`src/rtl/rom_pkg.sv`:
```
// Shared helpers for the multi-channel ROM: tag-width calculation and channel limits.
package rom_pkg;

  localparam int MAX_CHANNELS = 8;

  function automatic int clog2_min1(input int n);
    return (n <= 1) ? 1 : $clog2(n);
  endfunction

endpackage

```
`src/rtl/rom_multi_port_array.sv`:
```
// Single-read-port synchronous word array with registered output and no reset.
module rom_array #(
  parameter int    WIDTH     = 8,
  parameter int    DEPTH     = 256,
  parameter string INIT_FILE = "",
  localparam int   AW        = $clog2(DEPTH)
) (
  input  logic             clock,
  input  logic             rd_en,
  input  logic [AW-1:0]    rd_addr,
  output logic [WIDTH-1:0] rd_data
);

  logic [WIDTH-1:0] mem [DEPTH];
  logic [WIDTH-1:0] rd_data_d;
  logic [WIDTH-1:0] rd_data_q;

  always_comb begin
    rd_data_d = rd_data_q;
    if (rd_en) rd_data_d = mem[rd_addr];
  end

  always_ff @(posedge clock) begin
    rd_data_q <= rd_data_d;
  end

  assign rd_data = rd_data_q;

endmodule

```
`src/rtl/rom_multi_port.sv`:
```
// Round-robin shared ROM: valid/ready request arbitration with a tagged, pipelined response.
module rom_multi_port
  import rom_pkg::*;
#(
  parameter int    WIDTH     = 8,
  parameter int    DEPTH     = 256,
  parameter int    CHANNELS  = 2,
  parameter int    OUT_REG   = 0,
  parameter string INIT_FILE = "",
  localparam int   AW        = $clog2(DEPTH),
  localparam int   CW        = clog2_min1(CHANNELS)
) (
  input  logic                clock,
  input  logic                reset_n,
  input  logic [CHANNELS-1:0] req_valid,
  input  logic [AW-1:0]       req_addr [CHANNELS],
  output logic [CHANNELS-1:0] req_ready,
  output logic [CHANNELS-1:0] rsp_valid,
  output logic [WIDTH-1:0]    rsp_data,
  output logic [CW-1:0]       rsp_chan
);

  typedef struct packed {
    logic [CHANNELS-1:0] valid;
    logic [CW-1:0]       chan;
    logic [WIDTH-1:0]    data;
  } rom_rsp_t;

  logic [CW-1:0]       rr_d, rr_q;
  logic [CW-1:0]       cand;
  logic [CW-1:0]       grant_idx;
  logic                grant_found;
  logic [AW-1:0]       sel_addr;
  logic                in_range;
  logic                rd_en;
  logic [WIDTH-1:0]    array_data;

  logic [CHANNELS-1:0] s1_valid_d, s1_valid_q;
  logic [CW-1:0]       s1_chan_d, s1_chan_q;
  logic                s1_zero_d, s1_zero_q;
  logic                s1_filled_d, s1_filled_q;
  rom_rsp_t            s1;
  rom_rsp_t            rsp;

  // Search from rr upward with wraparound; the first requester found wins.
  always_comb begin
    grant_found = 1'b0;
    grant_idx   = '0;
    cand        = '0;
    req_ready   = '0;
    for (int k = 0; k < CHANNELS; k++) begin
      cand = CW'((int'(rr_q) + k) % CHANNELS);
      if (!grant_found && req_valid[cand]) begin
        grant_found = 1'b1;
        grant_idx   = cand;
      end
    end
    if (grant_found) req_ready[grant_idx] = 1'b1;
  end

  assign sel_addr = req_addr[grant_idx];
  assign in_range = {1'b0, sel_addr} < (AW + 1)'(DEPTH);
  assign rd_en    = grant_found && in_range;

  rom_array #(
    .WIDTH     (WIDTH),
    .DEPTH     (DEPTH),
    .INIT_FILE (INIT_FILE)
  ) u_array (
    .clock   (clock),
    .rd_en   (rd_en),
    .rd_addr (sel_addr),
    .rd_data (array_data)
  );

  // Tag, zero-mask and channel only move on an accept, so idle cycles hold the last response.
  always_comb begin
    s1_valid_d  = '0;
    s1_chan_d   = s1_chan_q;
    s1_zero_d   = s1_zero_q;
    s1_filled_d = s1_filled_q | grant_found;
    rr_d        = rr_q;
    if (grant_found) begin
      s1_valid_d[grant_idx] = 1'b1;
      s1_chan_d             = grant_idx;
      s1_zero_d             = !in_range;
      rr_d                  = CW'((int'(grant_idx) + 1) % CHANNELS);
    end
  end

  always_ff @(posedge clock or negedge reset_n) begin
    if (!reset_n) begin
      rr_q        <= '0;
      s1_valid_q  <= '0;
      s1_chan_q   <= '0;
      s1_zero_q   <= 1'b0;
      s1_filled_q <= 1'b0;
    end else begin
      rr_q        <= rr_d;
      s1_valid_q  <= s1_valid_d;
      s1_chan_q   <= s1_chan_d;
      s1_zero_q   <= s1_zero_d;
      s1_filled_q <= s1_filled_d;
    end
  end

  // The array has no reset, so its data is masked until a read has landed since reset.
  always_comb begin
    s1       = '0;
    s1.valid = s1_valid_q;
    s1.chan  = s1_chan_q;
    s1.data  = (s1_filled_q && !s1_zero_q) ? array_data : '0;
  end

  if (OUT_REG != 0) begin : g_out_reg
    rom_rsp_t s2_d, s2_q;

    always_comb begin
      s2_d = s1;
    end

    always_ff @(posedge clock or negedge reset_n) begin
      if (!reset_n) s2_q <= '0;
      else          s2_q <= s2_d;
    end

    assign rsp = s2_q;
  end else begin : g_no_out_reg
    assign rsp = s1;
  end

  assign rsp_valid = rsp.valid;
  assign rsp_data  = rsp.data;
  assign rsp_chan  = rsp.chan;

endmodule

```
`config.mk`:
```
export PLATFORM = sky130hd
export DESIGN_NAME = rom_multi_port
export DESIGN_NICKNAME = d
export VERILOG_FILES = /design/src/rtl/rom_pkg.sv /design/src/rtl/rom_multi_port_array.sv /design/src/rtl/rom_multi_port.sv
export SDC_FILE = /design/constraint.sdc
export NUM_CORES = 1
export LEC_CHECK = 0
export BUFFER_PORTS_ARGS = -buffer_cell sky130_fd_sc_hd__buf_4
export CELL_PAD_IN_SITES_DETAIL_PLACEMENT = 0
export CELL_PAD_IN_SITES_GLOBAL_PLACEMENT = 2
export CORE_UTILIZATION = 10
export DETAILED_ROUTE_END_ITERATION = 16
export MAX_ROUTING_LAYER = met4
export PLACE_DENSITY_LB_ADDON = 0.1
export SYNTH_ARGS = -nofsm -noshare
export SYNTH_HDL_FRONTEND = slang
export SYNTH_SLANG_ARGS = --single-unit
```
`constraint.sdc`:
```
create_clock -name clock -period 0.9 [get_ports clock]
set_input_delay 0.18 -clock clock [delete_from_list [all_inputs] [get_ports clock]]
set_output_delay 0.18 -clock clock [all_outputs]
set_load 0.02 [all_outputs]
```
==> impl_metrics.tcl <==
set metrics [dict create \
    die_w_um 47.0 \
    nets 59 \
    die_h_um 47.0 \
    cts_root_buf "clkbuf_4" \
    ys_seq_elements 4 \
    initial_utilization 0.111 \
    io_buffers 8 \
    hold_viol 0 \
    synth_warnings 0 \
    p_leak_nw 0.186 \
    vdd_ir_drop_max_mv 0.389 \
    layoutNonFillerInstCount 62 \
    critical_path_class "reg -> out" \
    crit_path_max_fanout 3 \
    fin_crit_sh 1.27 \
    timing.hold.ws_ns 0.156 \
    first_iter_violations 0 \
    rr_startpoint "rr_q$_DFFE_PN0N_" \
    synth_cell_type_count 8 \
    drive_gt1_frac 0.514 \
    ant_nets 0 \
    io_pins 33 \
    grt_first_pass_wirelength_um 517 \
    synth_top_area_cell "dfrtp_1" \
    htreeDepth 1 \
    vias 159 \
    avgRoutedWirePerCell_um 6.21 \
    hold_path_class "in -> reg" \
    fin_ws_ns -0.241 \
    gr-usage-all-layers 0.0423 \
    powerDensity_nw_per_um2 1750 \
    drv_cap 0 \
    drt_wl_total_um 385 \
    max_freq_mhz 877 \
    maxSlewViolCount 0 \
    ff2ff_path_depth 5 \
    clock_latency_ns 0.23 \
    swShare 0.286 \
    antenna_cells 0 \
    ys_top_cells_by_area "dfrtp_1 (49%), buf_4 (30%), a21boi_2 (5.6%)" \
    p_int_mw 0.451 \
    r2r_setup_slack_ns -0.08 \
    netSwitchingPower_mw 0.180 \
    clock-sinks 4 \
    place_congestion 0.575 \
    path_clk_slew_ns 0.04 \
    worstPathArrival_ns 0.96 \
    place_inst 55 \
    dr.pass1.iters 1 \
    antenna_found_initial 0 \
    worstSetupEndpointType "output port" \
    num_rows 15 \
    skew_ns 0.00202 \
    share_comb_of_total_power 0.315 \
    cts_tree "yes" \
    status "finished, violations left" \
    rsz0062_at_grt "yes" \
    r2r_end "rr_q$_DFFE_PN0N_" \
    clkPwrFrac 0.347 \
    drc_errors 0 \
    finalSetupViolations 6 \
    p_seq_frac 0.339 \
    period_needed_ns 1.14 \
    cts_inserted_buffers 3 \
    cp-startpoint "rr_q$_DFFE_PN0N_" \
    clockBufferDepth 2 \
    core_area_um2 1820 \
    die-area_um2 2210 \
    required_ns 0.72 \
    synth_top_area_frac 0.494 \
    grt_remaining_overflow 0 \
    synth.avg_cell_area_um2 10.1 \
    grt_pass1_vias 130 \
    critical_path.endpoint "req_ready[1]" \
    vias_per_cell 2.56 \
    fin_util 0.198 \
    synth_seq_area_share 0.494 \
    violations "negative setup slack" \
    start_kind "register" \
    syn_inst 20 \
    grt_max_degree 5 \
    syn_area_um2 203 \
    final.setup.tns_ns -0.571 \
    synthToLayoutAreaGrowth_pct 77.8 \
]
==> cells by family (layout without fill, tap and decap cells) <==
logic type,Yosys count,in the layout,share of synthesized area
other,1,8,0.0185
AND/OR/NAND/NOR,3,3,0.0556
flip-flops,4,4,0.494
buffers and inverters,9,19,0.315
AO/OA/AOI/OAI,3,3,0.117
==> what timing repair did <==
| action | in CTS | in global routing |
|---|---|---|
| endpoints found under the hold margin | 4 | 0 |
| setup endpoints to repair | 5 | 6 |
| gates resized for setup | 4 | 1 |
| pin swaps | 0 | 1 |
| hold buffers | 1 | 0 |
| buffers inserted | 2 | 1 |
==> worst min-delay path by stage <==
stage | start | endpoint | slack [ns] | cells after the start
detailed placement | reset_n | rsp_valid[1]$_DFF_PN0_ | -0.02 | 1
floorplan | reset_n | rr_q$_DFFE_PN0N_ | -0.12 | 0
global route | req_valid[1] | rr_q$_DFFE_PN0N_ | 0.14 | 2
finish | req_valid[1] | rr_q$_DFFE_PN0N_ | 0.16 | 2
global placement | reset_n | rsp_valid[1]$_DFF_PN0_ | -0.02 | 1
CTS | req_valid[1] | rr_q$_DFFE_PN0N_ | 0.14 | 2
==> metal layers <==
metal  track usage  part of all wire
met1        0.0392              0.40
met4        0.0686                 0
met5             -                 0
met2        0.0472              0.50
met3        0.0231             0.096
==> through the flow <==
step           total power, mW  setup slack (ns)  area [µm²]
3_5_place_dp             0.367           -0.0122         287
4_1_cts                  0.631            -0.257         349
6_report                 0.631            -0.241         360
5_1_grt                  0.677            -0.319         360
3_3_place_gp             0.366          0.000292         287
2_1_floorplan            0.319           0.00960         233
==> layout by cell type, fill, tap and decap left out <==
master,Yosys,routed
dfrtp_1,4,4
a21oi_1,1,1
a21boi_2,1,2
clkbuf_4,0,3
nor2_1,3,3
buf_4,8,9
dlygate4sd3_1,0,1
conb_1,1,8
inv_1,1,1
buf_6,0,5
==> synth_stat cells <==
library cell,count
buf_4,8
dfrtp_1,4
nor2_1,3
a21boi_1,1
a21boi_2,1
a21oi_1,1
conb_1,1
inv_1,1
==> state kept, by name, summed over array words and instances, names as in the netlist <==
name / count
rr_q: 1
rsp_chan: 1
rsp_valid: 2
==> power groups by stage <==
stage          sequential [mW]  combinational [mW]  clock, mW
6_report                 0.214               0.199      0.219
5_1_grt                  0.216               0.213      0.248
4_1_cts                  0.214               0.185      0.233
3_5_place_dp             0.215               0.152          0
3_3_place_gp             0.213               0.153          0
2_1_floorplan            0.231              0.0879          0
==> critical path: stages, from the launching register on <==
cell	delay [ns]
dfrtp_1	0.37
inv_1	0.06
a21boi_2	0.14
buf_4	0.16
==> area by class of cell <==
| class | instances | area (µm²) |
|---|---|---|
| Clock buffer | 3 | 22.5 |
| Sequential cell | 4 | 100 |
| Fill cell | 221 | 1460 |
| Timing Repair Buffer | 15 | 134 |
| Tap cell | 25 | 31.3 |
| Inverter | 1 | 3.75 |
| Multi-Input combinational cell | 14 | 68.8 |
(Power assumes the default switching activity.)
